**src/rtl/divider.sv**
```systemverilog
// Unsigned restoring divider: one quotient bit per clock, MSB first.
// Capture in IDLE, WIDTH trial-subtract steps in CALC, result publish in DONE.
module divider #(
  parameter int WIDTH = 32
) (
  input  logic             clk,
  input  logic             rst_n,
  input  logic             en,
  input  logic [WIDTH-1:0] op1,
  input  logic [WIDTH-1:0] op2,
  output logic [WIDTH-1:0] quot,
  output logic [WIDTH-1:0] rem,
  output logic             val,
  output logic             div_zero,
  output logic             busy
);

  localparam int CW = $clog2(WIDTH + 1);

  localparam logic [1:0] IDLE = 2'd0;
  localparam logic [1:0] CALC = 2'd1;
  localparam logic [1:0] DONE = 2'd2;

  localparam logic [CW-1:0] LAST = CW'(WIDTH - 1);

  logic [1:0]       state_q, state_d;
  // dvd_q starts as the dividend and is shifted into the quotient bit by bit.
  logic [WIDTH-1:0] dvd_q;
  logic [WIDTH-1:0] dvs_q;
  logic [WIDTH-1:0] prem_q;
  logic [CW-1:0]    cnt_q;
  logic [WIDTH:0]   shifted;
  logic [WIDTH:0]   trial;
  logic             trial_ok;

  // One restoring step: shift in the next dividend bit, then trial-subtract.
  always_comb begin
    shifted  = {prem_q, dvd_q[WIDTH-1]};
    trial    = shifted - {1'b0, dvs_q};
    // shifted < 2*divisor, so bit WIDTH is set exactly when the difference is negative.
    trial_ok = ~trial[WIDTH];
  end

  // Next-state decode.
  always_comb begin
    state_d = state_q;
    case (state_q)
      IDLE: begin
        if (en) begin
          state_d = (op2 == '0) ? DONE : CALC;
        end
      end
      CALC: begin
        if (cnt_q == LAST) begin
          state_d = DONE;
        end
      end
      DONE:    state_d = IDLE;
      default: state_d = IDLE;
    endcase
  end

  // State register.
  always_ff @(posedge clk or negedge rst_n) begin
    if (!rst_n) begin
      state_q <= IDLE;
    end else begin
      state_q <= state_d;
    end
  end

  // Operand capture, iteration datapath and registered result publish.
  always_ff @(posedge clk or negedge rst_n) begin
    if (!rst_n) begin
      dvd_q    <= '0;
      dvs_q    <= '0;
      prem_q   <= '0;
      cnt_q    <= '0;
      quot     <= '0;
      rem      <= '0;
      val      <= 1'b0;
      div_zero <= 1'b0;
    end else begin
      val <= 1'b0;
      case (state_q)
        IDLE: begin
          if (en) begin
            dvd_q  <= op1;
            dvs_q  <= op2;
            prem_q <= '0;
            cnt_q  <= '0;
          end
        end
        CALC: begin
          prem_q <= trial_ok ? trial[WIDTH-1:0] : shifted[WIDTH-1:0];
          dvd_q  <= (dvd_q << 1) | WIDTH'(trial_ok);
          cnt_q  <= cnt_q + CW'(1);
        end
        DONE: begin
          val <= 1'b1;
          if (dvs_q == '0) begin
            // dvd_q was never shifted on this path, so it still holds op1.
            quot     <= '1;
            rem      <= dvd_q;
            div_zero <= 1'b1;
          end else begin
            quot     <= dvd_q;
            rem      <= prem_q;
            div_zero <= 1'b0;
          end
        end
        default: ;
      endcase
    end
  end

  assign busy = (state_q != IDLE);

endmodule

```
**config.mk**
```make
export PLATFORM = sky130hd
export DESIGN_NAME = divider
export DESIGN_NICKNAME = d
export VERILOG_FILES = /design/src/rtl/divider.sv
export SDC_FILE = /design/constraint.sdc
export NUM_CORES = 1
export LEC_CHECK = 0
export ABC_AREA = 1
export BUFFER_PORTS_ARGS = -buffer_cell sky130_fd_sc_hd__buf_2
export CAP_MARGIN = 40
export CORE_ASPECT_RATIO = 2
export CORE_MARGIN = 2
export CORE_UTILIZATION = 45
export DETAILED_ROUTE_END_ITERATION = 6
export GPL_ROUTABILITY_DRIVEN = 0
export GPL_TIMING_DRIVEN = 0
export MAX_ROUTING_LAYER = met4
export SYNTH_ARGS = -nofsm -noshare
export SYNTH_HDL_FRONTEND = slang
export SYNTH_SLANG_ARGS = --single-unit
```
**constraint.sdc**
```tcl
create_clock -name clk -period 4.3 [get_ports clk]
set_clock_uncertainty 0.2 [all_clocks]
set_input_delay 0.215 -clock clk [delete_from_list [all_inputs] [get_ports clk]]
set_output_delay 0.215 -clock clk [all_outputs]
set_load 0.01 [all_outputs]
```
==> impl_metrics.yaml <==
route:
  wl_per_cell_um: 16.1
  drc: 0
  routed_wl_um: 31000
  num_vias: 9706
  drt_iter0_drc: 574
  via_per_inst: 5.04
  dr.pass1.iters: 7
  final_antenna_net_count: 0
worst_hold_path:
  min_path_type: "in -> async"
setup_path:
  path_delay_family: "simple AND/OR/NAND/NOR gates"
  crit_path_frequent_cell: "nand2_1"
  path_max_fanout: 10
  crit_slowest_cell: "fa_1"
  arrival_ps: 3120
  worst_path_largest_cell_delay_ps: 420
  worst-path-buf-inv: 3
  crit_required_ps: 4430
  endpoint_kind: "flop"
  worstPathCellList: "inv_1 > ha_1 > inv_1 > fa_1 > nand2_1 > nand2_1 > nand3_2 > nand2_2 > nand2_2 > nand2_2 > nand2_4 > nand3_1 > nand2_4 > buf_6 > nand2_1 > nand3_1 > nand2_1"
  crit_type: "reg -> reg"
  critPathLaunchType: "flop"
floorplan:
  core_area_um2: 22100
  num_rows: 77
  die_w_um: 110
  start_util_pct: 45.6
  die_area_um2: 23700
  die_h_um: 216
  pin_count: 134
global_route:
  grt.overflow.total: 0
  grt_pass1_vias: 9922
  grt_max_degree: 122
  grt_antenna_before_repair: 1
  grt_use_total_pct: 28.3
  grt_pass1_wl_um: 49500
cts:
  cts-root-buf: "clkbuf_16"
  path_clk_slew_ps: 70
  numCtsBuffers: 17
  post_cts_buffers: 0
  htreeDepth: 4
  clk_path_buf_depth: 2
  insertion_delay_ps: 450
  cts_tree: "built"
  clock-sinks: 170
sta:
  setup_ws_ps: 1300
  finalHoldViolCount: 0
  maxSlewViolCount: 0
  fmax_ghz: 0.334
  relSlewSlack_pct: 52.2
  post-route-period-util_pct: 69.7
  worst_slew_pin_slew_ps: 711
  period_needed_ps: 3000
  setup-tns-final_ps: 0
  rsz0062_at_grt: "false"
  setup_viol: 0
placed_design:
  pre_cts_slack_ps: 1350
  dp_cells: 1829
  dpl.hpwl_um: 24700
  port_buffers: 133
synth:
  syn_area_um2: 10100
  synth-seq-area-share_pct: 42.3
  yosysWarnings: 0
  synth_nets: 1519
  synth_cells: 1418
  avgSynthCellArea_um2: 7.10
  ys_types: 39
  synth-seq-cells: 170
power:
  leakage_nw: 6.56
  peakVddDrop_uv: 403
  power.total_mw: 11.5
  power_density_nw_per_um2: 929
final_layout:
  layout-drive-gt1-share_pct: 12.9
  fin_cells: 1927
  fillers: 2225
  final_nets: 1739
  area_delta_synth_final_pct: 22.5
run:
  maxCapViolCount: 0
run_status:
  status: "finished, final reports clean"
## registers in the layout, indices dropped and copies added, names as in the netlist
name / flops
cnt_q: 6
div_zero: 1
dvd_q: 32
dvs_q: 32
prem_q: 32
quot: 32
rem: 32
state_q: 2
val: 1
## cell usage in the layout (no fill, tap or decap), drive strengths merged
cell type,Yosys,layout
clkinvlp,0,4
nand4,8,8
dfrtp,170,170
a22oi,30,30
xor2,2,2
nor4,14,14
o21bai,3,3
nor2,116,116
o211ai,1,1
clkbuf,31,50
buf,21,155
a22o,1,1
fa,1,1
nand3b,7,7
o21ai,135,135
a21oi,54,54
and2,4,4
inv,221,224
or2,1,1
xnor2,14,14
nor3,9,9
clkinv,1,6
a221oi,1,1
diode,0,1
nand2,487,487
ha,33,33
clkdlybuf4s18,0,1
nand3,51,51
o211a,1,1
dlygate4sd3,0,66
a21o,1,1
## worst paths after layout
check	from	endpoint	slack (ps)	cells after the start
setup / recovery	dvd_q[31]	prem_q[14]	1300	17
hold / removal	rst_n	dvd_q[8]	90	2
setup reg to reg	dvd_q[31]	prem_q[14]	1300	17
hold reg to reg	rem[5]	rem[5]	290	2
max in group asynchronous	rst_n	rem[19]	2860	3
min in group clk	rem[5]	rem[5]	290	2
## layout make-up
type	instances	area (um^2)	share of cell area, %
plain buffers	52	264	2.14
diodes	1	2.50	0.0203
clock buffers	19	453	3.67
inverters	222	833	6.76
flip-flops and latches	170	4250	34.5
clock inverters	12	92.6	0.751
repair buffers	201	1370	11.1
multi-input cells	974	4710	38.2
well taps	276	345	2.80
## power by group
part	switching [mW]	total (mW)	internal [mW]
logic	4.48	6.97	2.49
clock network	0.683	1.45	0.771
registers	0.617	3.03	2.41
total	5.77	11.5	5.68
## stage by stage
stage          hold slack, ps  util [%]  area [um^2]
2_1_floorplan            -281         -        10100
3_3_place_gp              238      50.2        11100
3_5_place_dp            -46.8      50.4        11100
4_1_cts                  70.3      55.9        12300
5_1_grt                   108      55.9        12300
6_report                 88.9      55.9        12300
## cell usage after synthesis
master / number / area share, %
nor4_1: 14 / 0.87
or2_1: 1 / 0.062
nor2_4: 3 / 0.34
clkbuf_1: 30 / 1.1
nand2_2: 13 / 0.81
buf_4: 2 / 0.15
and2_1: 4 / 0.25
a22oi_1: 30 / 2.2
nor3_1: 9 / 0.45
clkbuf_8: 1 / 0.14
nor2_1: 110 / 4.1
buf_2: 11 / 0.55
inv_2: 1 / 0.037
nand3_2: 1 / 0.099
nand3b_1: 7 / 0.52
xnor2_1: 14 / 1.2
ha_1: 33 / 4.1
xor2_1: 2 / 0.17
inv_1: 220 / 8.2
buf_6: 5 / 0.56
dfrtp_1: 170 / 42
a21oi_1: 52 / 2.6
nand2_1: 469 / 17
fa_1: 1 / 0.20
nor2_2: 3 / 0.19
a22o_1: 1 / 0.087
o21bai_1: 3 / 0.22
clkinv_1: 1 / 0.037
nand4_1: 8 / 0.50
nand3_1: 50 / 2.5
a221oi_1: 1 / 0.087
a21o_1: 1 / 0.075
o21ai_0: 135 / 6.7
a21oi_2: 1 / 0.087
buf_1: 3 / 0.11
o211a_1: 1 / 0.099
o211ai_1: 1 / 0.075
a21oi_4: 1 / 0.16
nand2_4: 5 / 0.56
## per-layer routing
layer  part of all wire [%]  up-vias  GRT usage [%]
li1                       -     4893              -
met1                     37     4528           28.4
met2                     55      207           52.1
met3                    2.8       78           3.29
met4                    4.9        0           14.1
met5                      0        -              -
## kinds of logic (layout without fill, tap and decap cells)
kind of cell	Yosys count	after routing	share of synthesized area, %
buf+inv	274	506	10.9
fa+ha+maj	34	34	4.30
compound gates	227	227	12.4
xor+xnor	16	16	1.39
flops	170	170	42.3
simple gates	697	697	28.7
other cells	0	1	0
## what timing repair did
item,CTS,global route
resized for setup,0,0
endpoints found under the hold margin,155,0
hold buffers,66,0
setup endpoints to repair,0,0
(Power assumes the default switching activity.)
